`config.mk`:
```
export PLATFORM = sky130hd
export DESIGN_NAME = keypad_scan4
export DESIGN_NICKNAME = d
export VERILOG_FILES = /design/src/rtl/keypad_scan4.sv
export SDC_FILE = /design/constraint.sdc
export NUM_CORES = 1
export LEC_CHECK = 0
export CAP_MARGIN = 40
export CORE_UTILIZATION = 55
export CTS_BUF_LIST = sky130_fd_sc_hd__clkbuf_4 sky130_fd_sc_hd__clkbuf_8 sky130_fd_sc_hd__clkbuf_16
export DETAILED_ROUTE_END_ITERATION = 10
export GPL_ROUTABILITY_DRIVEN = 0
export PLACE_DENSITY = 0.79
export SYNTH_ARGS = -nofsm -noshare
export SYNTH_HDL_FRONTEND = slang
export SYNTH_SLANG_ARGS = --single-unit
```
`constraint.sdc`:
```
create_clock -name clk -period 3 [get_ports clk]
set_input_delay 0.3 -clock clk [delete_from_list [all_inputs] [get_ports clk]]
set_output_delay 0.3 -clock clk [all_outputs]
set_load 0.05 [all_outputs]
```
`src/rtl/keypad_scan4.sv`:
```
// 4x4 matrix keypad scanner: walks one active-low column at a time, debounces whole frames, emits hex key events.
// Latency: DEBOUNCE_CNT full frames plus up to one partial frame plus 2 sync cycles from press to key_valid.
// No backpressure: key_valid is a one-cycle pulse; key_code, key_down and key_buf hold their values until changed.
module keypad_scan4 #(
  parameter int SCAN_DIV     = 2000,
  parameter int DEBOUNCE_CNT = 3
) (
  input  logic        clk,
  input  logic        rst,
  input  logic [3:0]  row,
  input  logic        clr,
  output logic [3:0]  col,
  output logic        key_valid,
  output logic [3:0]  key_code,
  output logic        key_down,
  output logic [15:0] key_buf
);

  localparam int DW = (SCAN_DIV > 1) ? $clog2(SCAN_DIV) : 1;
  localparam int CW = $clog2(DEBOUNCE_CNT + 1);

  typedef enum logic [1:0] {IDLE, DEBOUNCE, PRESSED, RELEASE} state_t;

  logic [3:0]    row_meta;
  logic [3:0]    row_sync;
  logic [DW-1:0] div;
  logic [1:0]    idx;
  logic [15:0]   map;
  logic [15:0]   hits;
  logic [15:0]   frame_map;
  logic          sample;
  logic          frame_end;
  logic          any_key;
  logic          multi;
  logic          single;
  logic          none;
  logic [3:0]    kidx;
  state_t        state;
  logic [3:0]    cand;
  logic [CW-1:0] cnt;

  // Rows come straight from switches: two flops before anything looks at them.
  always_ff @(posedge clk or negedge rst) begin
    if (!rst) begin
      row_meta <= 4'hF;
      row_sync <= 4'hF;
    end else begin
      row_meta <= row;
      row_sync <= row_meta;
    end
  end

  assign sample    = (div == DW'(SCAN_DIV - 1));
  assign frame_end = sample && (idx == 2'd3);
  assign col       = ~(4'b0001 << idx);

  // Place this column's pressed rows into the map and classify the frame including the current sample.
  always_comb begin
    hits    = '0;
    any_key = 1'b0;
    multi   = 1'b0;
    kidx    = 4'd0;
    for (int r = 0; r < 4; r++) begin
      hits[{2'(r), idx}] = ~row_sync[r];
    end
    frame_map = map | hits;
    for (int i = 0; i < 16; i++) begin
      if (frame_map[4'(i)]) begin
        if (any_key) multi = 1'b1;
        any_key = 1'b1;
        kidx    = 4'(i);
      end
    end
    none   = !any_key;
    single = any_key && !multi;
  end

  // Column timing and per-frame map accumulation; the map restarts after the last column.
  always_ff @(posedge clk or negedge rst) begin
    if (!rst) begin
      div <= '0;
      idx <= 2'd0;
      map <= '0;
    end else if (sample) begin
      div <= '0;
      idx <= idx + 2'd1;
      map <= frame_end ? 16'h0000 : frame_map;
    end else begin
      div <= div + 1'b1;
    end
  end

  // Debounce FSM with registered outputs; only frame-end edges move it, clr overrides any buffer push.
  always_ff @(posedge clk or negedge rst) begin
    if (!rst) begin
      state     <= IDLE;
      cand      <= 4'd0;
      cnt       <= '0;
      key_valid <= 1'b0;
      key_code  <= 4'd0;
      key_down  <= 1'b0;
      key_buf   <= 16'h0000;
    end else begin
      key_valid <= 1'b0;
      if (frame_end) begin
        case (state)
          IDLE: begin
            if (single) begin
              cand <= kidx;
              cnt  <= CW'(1);
              if (DEBOUNCE_CNT == 1) begin
                state     <= PRESSED;
                key_code  <= kidx;
                key_down  <= 1'b1;
                key_valid <= 1'b1;
                key_buf   <= {key_buf[11:0], kidx};
              end else begin
                state <= DEBOUNCE;
              end
            end
          end
          DEBOUNCE: begin
            if (single && kidx == cand) begin
              if (cnt + 1'b1 == CW'(DEBOUNCE_CNT)) begin
                state     <= PRESSED;
                key_code  <= cand;
                key_down  <= 1'b1;
                key_valid <= 1'b1;
                key_buf   <= {key_buf[11:0], cand};
              end else begin
                cnt <= cnt + 1'b1;
              end
            end else if (single) begin
              cand <= kidx;
              cnt  <= CW'(1);
            end else begin
              state <= IDLE;
            end
          end
          PRESSED: begin
            if (none) begin
              if (DEBOUNCE_CNT == 1) begin
                state    <= IDLE;
                key_down <= 1'b0;
              end else begin
                state <= RELEASE;
                cnt   <= CW'(1);
              end
            end
          end
          RELEASE: begin
            if (none) begin
              if (cnt + 1'b1 == CW'(DEBOUNCE_CNT)) begin
                state    <= IDLE;
                key_down <= 1'b0;
              end else begin
                cnt <= cnt + 1'b1;
              end
            end else begin
              state <= PRESSED;
            end
          end
          default: state <= IDLE;
        endcase
      end
      if (clr) key_buf <= 16'h0000;
    end
  end

endmodule

```
==> results.sh, run 1 <==
export IMPL_synthToLayoutAreaGrowth_pct=17.7
export IMPL_synth_edf_count=0
export IMPL_avgSynthCellArea_um2=10.0
export IMPL_antenna_found_initial=0
export IMPL_critPathKind="flop to flop"
export IMPL_critPathCaptureType="flop"
export IMPL_nNetsFinal=311
export IMPL_skew_ns=0.00623
export IMPL_synth_fa_ha_area_frac=0.0333
export IMPL_drt_met1_wl_um=2340
export IMPL_outcome="finished with violations"
export IMPL_grt_max_degree=27
export IMPL_synthFlopType="dfrtp_1"
export IMPL_clkLatencyLatePin_ns=0.31
export IMPL_worst_setup_path_start_kind="flop"
export IMPL_ant_nets=0
export IMPL_relSlewSlack=0.644
export IMPL_clk_pin_slew_ns=0.09
export IMPL_cts_sink_count=49
export IMPL_synth_top_family_by_area="simple AND/OR/NAND/NOR gates"
export IMPL_clock_fmax_mhz=354
export IMPL_p_per_area_mw_per_mm2=394
export IMPL_track_usage=0.225
export IMPL_grt_pass1_wl_um=8910
export IMPL_synth_most_common_cell="dfrtp_1"
export IMPL_placedCellCount=341
export IMPL_start_util=0.588
export IMPL_slew_viol_final=0
export IMPL_postSynth_asyncResetShare=1.00
export IMPL_peakVddDrop_mv=0.266
export IMPL_wire_per_inst_um=14.7
export IMPL_cts_made_buffers=5
export IMPL_mappedNetlistArea_mm2=0.00263
export IMPL_n_fill_cell=347
export IMPL_rsz0062_at_grt="false"
export IMPL_dieArea_mm2=0.00506
export IMPL_arrival_ns=3.02
export IMPL_cts_tree="done"
export IMPL_finalSetupViolCount=0
export IMPL_cts_root_buf="clkbuf_8"
export IMPL_dp_hpwl_um=3570
export IMPL_portBuffers=25
export IMPL_yosys_top_cells_area="dfrtp_1, mux2i_1, nand2b_1"
export IMPL_leakage_nw=1.35
export IMPL_fin_tns_setup_ns=0
export IMPL_routed_wl_um=5140
export IMPL_synth_simple_gate_area_share=0.194
export IMPL_dr_first_iter_drc_count=108
export IMPL_met3WireLength_um=253
export IMPL_cp_data_required_time_ns=3.20
export IMPL_cts_setup_buffers=0
export IMPL_synth_top_cell_by_area="dfrtp_1"
export IMPL_rows=24
export IMPL_grt_pass1_vias=2032
export IMPL_hold_class="flop to flop"
export IMPL_synth_top_area_share=0.428
export IMPL_synth_compound_area_frac=0.156
export IMPL_die_y_um=71.2
export IMPL_die_w_um=71.2
export IMPL_drt_pass1_iter_count=9
export IMPL_top_layer_used="met4"
export IMPL_fin_cells=350
export IMPL_violations="DRC"
export IMPL_syn_instance_count=263
export IMPL_grt_overflow=0
export IMPL_max_cap_violations=0
export IMPL_synthMuxAreaShare=0.0718
export IMPL_synth_xor_area_frac=0.0200
export IMPL_htreeDepth=2
export IMPL_worstMarginPinSlew_ns=0.520
export IMPL_critical_path_max_fanout=6
export IMPL_num_io_pins=33
export IMPL_vias_per_cell=5.86
export IMPL_core_mm2=0.00447
export IMPL_routed_wl_met2_um=2470
export IMPL_antenna_cells=0
export IMPL_clock_tree_buffer_depth=2
export IMPL_yosys_top_cells_count="dfrtp_1, nor2_1, a21oi_1"
export IMPL_yosysWarnings=0
export IMPL_seq_area_frac_synth=0.468
export IMPL_post_route_period_util=0.940
export IMPL_finalHoldViolations=0
export IMPL_num_vias=2050
export IMPL_period_minus_slack_ns=2.82
export IMPL_synth_seq_cells=49
export IMPL_drive_gt1_frac=0.124
export IMPL_synth_distinct_cells=54
export IMPL_drc_errors=3
[power by group]
part           switching, W  internal (W)   total, W
Clock              0.000218      0.000271   0.000489
Sequential       0.00000310      0.000665   0.000668
Combinational     0.0000412     0.0000218  0.0000629
Total              0.000263      0.000958    0.00122
[final cells by class]
type | instances | area [um2] | area share
inverters | 15 | 56.3 | 0.0182
clock buffers | 6 | 82.6 | 0.0267
clock inverters | 2 | 37.5 | 0.0121
flip-flops and latches | 49 | 1230 | 0.398
repair buffers | 35 | 335 | 0.108
well taps | 52 | 65.1 | 0.0210
multi-input cells | 191 | 1290 | 0.416
[layer usage]
layer | vias to the layer above | track usage
met4 | 0 | 0.0867
met3 | 8 | 0.0541
li1 | 974 | -
met1 | 998 | 0.284
met2 | 70 | 0.377
met5 | - | 0
[worst max-delay path, stage by stage (launching register included)]
cell	delay (ns)
dfrtp_1	0.40
inv_1	0.09
ha_1	0.25
nor2b_1	0.18
a2111oi_0	0.51
a211oi_2	0.18
o2bb2ai_1	0.21
nor2_1	0.10
buf_4	0.15
a211o_1	0.33
mux2_4	0.31
[per-stage QoR]
stage,hold WS (ns),util,total power (W),setup slack (ns),instance area [um2]
2_1_floorplan,0.00441,-,0.000720,0.291,2650
3_3_place_gp,0.345,0.655,0.000739,0.157,2930
3_5_place_dp,0.316,0.660,0.000743,0.0669,2950
4_1_cts,0.361,0.689,0.00124,0.0232,3080
5_1_grt,0.364,0.692,0.00127,0.0106,3100
6_report,0.359,0.692,0.00122,0.179,3100
[final timing paths]
| path | startpoint | to | slack (ns) | depth (start not counted) |
|---|---|---|---|---|
| max in group asynchronous | rst | row_sync[0]$_DFF_PN1_ | 1.89 | 3 |
| max | idx[1]$_DFFE_PN0N_ | cand[2]$_DFFE_PN0P_ | 0.18 | 10 |
| min in group asynchronous | rst | key_buf[8]$_DFFE_PN0P_ | 0.51 | 2 |
| min reg2reg | row_meta[1]$_DFF_PN1_ | row_sync[1]$_DFF_PN1_ | 0.36 | 0 |
| min | row_meta[1]$_DFF_PN1_ | row_sync[1]$_DFF_PN1_ | 0.36 | 0 |
| max reg2reg | idx[1]$_DFFE_PN0N_ | cand[2]$_DFFE_PN0P_ | 0.18 | 10 |
[cell usage in the layout, fill, tap and decap left out, drive strengths merged, types with 5 or more instances in the layout]
cell type / netlist / routed
a21oi: 21 / 21
buf: 10 / 10
clkbuf: 2 / 6
clkdlybuf4s50: 0 / 24
conb: 1 / 5
dfrtp: 45 / 45
ha: 7 / 7
inv: 15 / 15
mux2i: 14 / 14
nand2: 13 / 13
nand2b: 19 / 19
nand3: 7 / 7
nor2: 25 / 25
nor2b: 5 / 5
o21ai: 10 / 10
or3: 5 / 5
[logic make-up after synthesis]
group                    after synthesis
AND/OR/NAND/NOR                       95
AO/OA/AOI/OAI                         60
flip-flops                            49
buffers and inverters                 27
multiplexers                          18
adder cells (fa/ha/maj)                7
XOR/XNOR                               6
other                                  1
[state kept, by name, summed over array words and instances (netlist names)]
name,count
key_valid,1
cand,3
key_buf,12
div,11
state,2
map,8
cnt,2
key_down,1
row_meta,2
row_sync,2
key_code,3
idx,2
[timing repair]
item                                    in CTS  in global routing
resized for setup                            0                  6
endpoints found under the setup margin       0                 15
hold buffers                                 1                  0
hold endpoints to repair                    23                  0
(Power assumes the default switching activity.)
==> run 2, diff against run 1 <==
Settings changed: CORE_ASPECT_RATIO from default to 1.25.
==> run 2 against run 1 <==
  * The run now ends clean
  * Hold slack barely moved
  * Final area barely moved
  * Highest routed layer unchanged
  * Sequential power barely moved
  * Critical path depth fell by 1
  * Flip-flop and latch count did not move
  * Critical endpoint unchanged
  * Maximum frequency rose by 0.95%
==> results.sh, run 2 (synthesis results as in run 1) <==
export IMPL_dieArea_mm2=0.00506
export IMPL_largest_reg_flops=12
export IMPL_die_y_um=79.3
export IMPL_max_cap_violations=0
export IMPL_cts_setup_buffers=0
export IMPL_cts_made_buffers=5
export IMPL_grt_pass1_wl_um=8820
export IMPL_drive_gt1_frac=0.120
export IMPL_arrival_ns=3.00
export IMPL_worstMarginPinSlew_ns=0.505
export IMPL_antenna_cells=0
export IMPL_worstPathCellList="inv_1 -> ha_1 -> o21ba_1 -> or3_4 -> nor2_4 -> mux2i_1 -> a211o_1 -> a211o_1 -> mux2_4"
export IMPL_drt_pass1_iter_count=5
export IMPL_num_io_pins=33
export IMPL_synthToLayoutAreaGrowth_pct=17.8
export IMPL_crit_start="idx[0]$_DFFE_PN0N_"
export IMPL_hp_start="row_meta[1]$_DFF_PN1_"
export IMPL_leakage_nw=1.35
export IMPL_critical_path_max_fanout=8
export IMPL_holdPathStages=0
export IMPL_wire_per_inst_um=13.9
export IMPL_peakVddDrop_mv=0.325
export IMPL_switchingPower_w=0.000270
export IMPL_top_regs="key_buf x12, div x11, map x8"
export IMPL_period_minus_slack_ns=2.79
export IMPL_post_route_period_util=0.932
export IMPL_cp_common_cell="a211o_1"
export IMPL_ff2ff_path_depth=9
export IMPL_slowest_delay_ns=0.38
export IMPL_p_seq_frac=0.554
export IMPL_cp_data_required_time_ns=3.20
export IMPL_timing_hold_ws_ns=0.359
export IMPL_start_util=0.585
export IMPL_post_route_util=0.690
export IMPL_htreeDepth=2
export IMPL_vias_per_cell=5.62
export IMPL_hold_end="row_sync[1]$_DFF_PN1_"
export IMPL_outcome="complete, no violations"
export IMPL_ant_nets=0
export IMPL_core_mm2=0.00449
export IMPL_portBuffers=25
export IMPL_critPathCaptureType="flop"
export IMPL_finalSetupViolCount=0
export IMPL_grt_pass1_vias=2010
export IMPL_rr_endpoint="cand[2]$_DFFE_PN0P_"
export IMPL_clkLatencyLatePin_ns=0.31
export IMPL_r2r_slack_ns=0.21
export IMPL_cts_sink_count=49
export IMPL_finalHoldViolations=0
export IMPL_cts_tree="done"
export IMPL_cp_slowest_cell="dfrtp_1"
export IMPL_grt_max_degree=40
export IMPL_die_w_um=63.9
export IMPL_regMostFlops="key_buf"
export IMPL_clock_fmax_mhz=358
export IMPL_num_vias=2008
export IMPL_rows=27
export IMPL_clock_power_share=0.394
export IMPL_clock_tree_buffer_depth=2
export IMPL_critPathKind="flop to flop"
export IMPL_drc_errors=0
export IMPL_p_per_area_mw_per_mm2=389
export IMPL_antenna_found_initial=0
export IMPL_clk_pin_slew_ns=0.10
export IMPL_grt_overflow=0
export IMPL_cts_root_buf="clkbuf_8"
export IMPL_mostFrequentLayoutCell="dfrtp_1"
export IMPL_dr_first_iter_drc_count=118
export IMPL_power_frac_comb=0.052
export IMPL_track_usage=0.225
export IMPL_hold_class="flop to flop"
export IMPL_relSlewSlack=0.662
export IMPL_mostFrequentLayoutCells="dfrtp_1, nor2_1, clkdlybuf4s50_1"
export IMPL_slew_viol_final=0
export IMPL_worstReg2RegStart="idx[0]$_DFFE_PN0N_"
export IMPL_switching_share=0.224
export IMPL_routed_wl_um=4980
export IMPL_skew_ns=0.0102
export IMPL_power_internal_w=0.000936
export IMPL_nNetsFinal=312
export IMPL_worst_setup_path_start_kind="flop"
export IMPL_dp_hpwl_um=3550
-- run 2: cell count changes in the layout (fill, tap and decap cells not counted) --
cell / delta
a211oi_2: -1
ha_1: +1
clkbuf_8: -1
a211oi_1: +1
clkinv_4: +1
buf_4: +1
ha_2: -1
-- run 2: layout make-up --
type	count	area, um2
clock buffers	5	68.8
clock inverters	3	46.3
fillers	352	1390
inverters	15	56.3
multi-input cells	191	1280
flip-flops and latches	49	1230
well taps	58	72.6
repair buffers	36	343
-- run 2: through the flow --
| stage | cell area [um2] | worst slack [ns] | TNS [ns] | total power (W) | instances |
|---|---|---|---|---|---|
| global placement | 2950 | 0.153 | 0 | 0.000739 | 347 |
| global route | 3100 | -0.0116 | -0.0218 | 0.00125 | 357 |
| CTS | 3090 | 0.0830 | 0 | 0.00122 | 357 |
| floorplan | 2650 | 0.291 | 0 | 0.000720 | 267 |
| finish | 3100 | 0.205 | 0 | 0.00121 | 357 |
| detailed placement | 2970 | 0.107 | 0 | 0.000743 | 348 |
-- run 2: power groups by stage --
stage	registers (W)	logic, W	clock network, W
floorplan	0.000680	0.0000400	0
global placement	0.000681	0.0000582	0
detailed placement	0.000681	0.0000619	0
CTS	0.000668	0.0000632	0.000487
global route	0.000669	0.0000696	0.000516
finish	0.000668	0.0000625	0.000475
-- run 2: worst max-delay path, delay by kind of cell, from the launching register on --
family | cells | cell delay, ns
adders and majority gates | 1 | 0.31
muxes | 2 | 0.47
buffers and inverters | 1 | 0.09
and+or+nand+nor | 2 | 0.52
AOI/OAI and AO/OA | 3 | 0.92
DFF | 1 | 0.38
-- run 2: how the worst max path moves through the flow --
stage	to	cells past startpoint
finish	cand[2]$_DFFE_PN0P_	9
global route	key_buf[6]$_DFFE_PN0P_	10
CTS	key_buf[14]$_DFFE_PN0P_	10
detailed placement	key_buf[5]$_DFFE_PN0P_	10
global placement	key_buf[14]$_DFFE_PN0P_	10
floorplan	key_code[0]$_DFFE_PN0P_	11
-- run 2: repair_timing --
item | in CTS | in global routing
endpoints found under the hold margin | 10 | 0
hold buffers | 1 | 0
resized for setup | 0 | 4
endpoints found under the setup margin | 0 | 15
-- run 2: layer usage --
metal | wire (um) | up-vias | global-route usage
met1 | 2300 | 966 | 0.276
li1 | - | 982 | -
met2 | 2400 | 48 | 0.377
met3 | 158 | 12 | 0.0388
met5 | 0 | - | 0
met4 | 126 | 0 | 0.116
==> run 3, diff against run 2 <==
Settings changed: CORE_MARGIN from default to 10, CORE_UTILIZATION 55 to 50, HOLD_SLACK_MARGIN from default to 0.06, PLACE_DENSITY 0.79 to 0.73.
==> run 3 against run 2 <==
  * Die area up 69%
  * Non-clock buffer count increased by 2
  * Clock power grew 4%
  * Global-route usage fell by 9.6 points
  * Critical path depth unchanged
  * Sequential power hardly changed
==> results.sh, run 3 (synthesis results as in run 1) <==
export IMPL_clock_tree_buffer_depth=2
export IMPL_htreeDepth=2
export IMPL_timing_hold_ws_ns=0.360
export IMPL_mostFrequentLayoutCells="dfrtp_1, nor2_1, clkdlybuf4s50_1"
export IMPL_fin_tns_setup_ns=0
export IMPL_routed_wl_um=5330
export IMPL_clock_power_share=0.402
export IMPL_track_usage=0.128
export IMPL_worst_setup_path_start_kind="flop"
export IMPL_worstMarginPinSlew_ns=0.579
export IMPL_hold_class="flop to flop"
export IMPL_hp_start="row_meta[1]$_DFF_PN1_"
export IMPL_power_internal_w=0.000959
export IMPL_largest_reg_flops=12
export IMPL_grt_max_degree=26
export IMPL_ff2ff_path_depth=9
export IMPL_grt_overflow=0
export IMPL_post_route_period_util=0.962
export IMPL_top_layer_used="met4"
export IMPL_worstReg2RegStart="idx[0]$_DFFE_PN0N_"
export IMPL_slew_viol_final=0
export IMPL_clock_fmax_mhz=347
export IMPL_ant_nets=0
export IMPL_die_y_um=101
export IMPL_holdPathStages=0
export IMPL_core_mm2=0.00508
export IMPL_start_util=0.518
export IMPL_hold_end="row_sync[1]$_DFF_PN1_"
export IMPL_switching_share=0.217
export IMPL_vias_per_cell=5.49
export IMPL_power_w=0.00123
export IMPL_cts_sink_count=49
export IMPL_regMostFlops="key_buf"
export IMPL_mostFrequentLayoutCell="dfrtp_1"
export IMPL_cts_made_buffers=5
export IMPL_grt_pass1_vias=2084
export IMPL_max_cap_violations=0
export IMPL_antenna_cells=0
export IMPL_cts_tree="done"
export IMPL_num_vias=1993
export IMPL_met3WireLength_um=303
export IMPL_cp_data_required_time_ns=3.19
export IMPL_drc_errors=0
export IMPL_antenna_found_initial=0
export IMPL_drt_met1_wl_um=2210
export IMPL_routed_wl_met2_um=2720
export IMPL_finalSetupViolCount=0
export IMPL_clk_pin_slew_ns=0.09
export IMPL_r2r_slack_ns=0.11
export IMPL_cts_root_buf="clkbuf_8"
export IMPL_critical_path_max_fanout=7
export IMPL_synthToLayoutAreaGrowth_pct=18.9
export IMPL_p_seq_frac=0.545
export IMPL_portBuffers=25
export IMPL_die_w_um=84.9
export IMPL_finalHoldViolations=0
export IMPL_peakVddDrop_mv=0.250
export IMPL_power_frac_comb=0.053
export IMPL_rows=29
export IMPL_relSlewSlack=0.614
export IMPL_critPathCaptureType="flop"
export IMPL_critPathKind="flop to flop"
export IMPL_wire_per_inst_um=14.7
export IMPL_rr_endpoint="cand[2]$_DFFE_PN0P_"
export IMPL_switchingPower_w=0.000266
export IMPL_drt_pass1_iter_count=4
export IMPL_top_regs="key_buf x12, div x11, map x8"
export IMPL_p_per_area_mw_per_mm2=392
export IMPL_drive_gt1_frac=0.130
export IMPL_outcome="complete, no violations"
export IMPL_arrival_ns=3.08
export IMPL_skew_ns=0.00724
export IMPL_dr_first_iter_drc_count=107
export IMPL_leakage_nw=1.37
export IMPL_dp_hpwl_um=4080
export IMPL_period_minus_slack_ns=2.89
export IMPL_num_io_pins=33
export IMPL_nNetsFinal=314
export IMPL_grt_pass1_wl_um=9290
export IMPL_dieArea_mm2=0.00858
export IMPL_clkLatencyLatePin_ns=0.30
export IMPL_rsz0062_at_grt="false"
-- run 3: area by class of cell --
type	instances	area, um2
fill	447	1950
multi-input combinational	191	1280
sequential	49	1230
timing repair buffer	38	358
clock buffer	6	82.6
tap	62	77.6
inverter	15	56.3
clock inverter	2	37.5
-- run 3: power by group through the flow --
stage          combinational, W  sequential [W]  clock, W
2_1_floorplan         0.0000400        0.000680         0
3_3_place_gp          0.0000586        0.000681         0
3_5_place_dp          0.0000623        0.000681         0
4_1_cts               0.0000635        0.000668  0.000510
5_1_grt               0.0000705        0.000669  0.000538
6_report              0.0000649        0.000668  0.000492
-- run 3: per-layer routing --
layer / global-route usage / vias up
met5: 0 / -
met4: 0.0533 / 0
met3: 0.0421 / 10
met2: 0.229 / 46
met1: 0.135 / 960
li1: - / 977
-- run 3: what timing repair did --
item | CTS | global route
hold endpoints to repair | 20 | 0
endpoints found under the setup margin | 0 | 15
hold buffers | 1 | 0
resized for setup | 0 | 5
setup buffers | 0 | 1
-- run 3: stage by stage --
stage	cells	util	setup slack, ns	area [um2]
after floorplan	267	-	0.291	2650
after global placement	352	0.583	0.155	2960
after detailed placement	353	0.586	0.0878	2980
after CTS	362	0.612	0.0588	3110
after global routing	363	0.616	0.0573	3130
final	363	0.616	0.115	3130
-- run 3: worst max-delay path by stage --
stage / startpoint / to / slack [ns] / cells past startpoint
6_report: idx[0]$_DFFE_PN0N_ / cand[2]$_DFFE_PN0P_ / 0.11 / 9
5_1_grt: idx[0]$_DFFE_PN0N_ / cand[2]$_DFFE_PN0P_ / 0.06 / 9
4_1_cts: idx[0]$_DFFE_PN0N_ / key_buf[10]$_DFFE_PN0P_ / 0.06 / 10
3_5_place_dp: idx[0]$_DFFE_PN0N_ / key_buf[10]$_DFFE_PN0P_ / 0.09 / 10
3_3_place_gp: idx[0]$_DFFE_PN0N_ / key_buf[13]$_DFFE_PN0P_ / 0.16 / 10
2_1_floorplan: idx[0]$_DFFE_PN0N_ / key_code[0]$_DFFE_PN0P_ / 0.29 / 11
-- run 3: critical path, stage by stage, from the launching register on --
cell	delay (ns)
dfrtp_1	0.41
ha_1	0.31
o21ba_1	0.23
or3_4	0.36
nor2_4	0.17
nand3b_1	0.19
buf_4	0.19
a211o_1	0.28
a211o_1	0.34
mux2_4	0.31
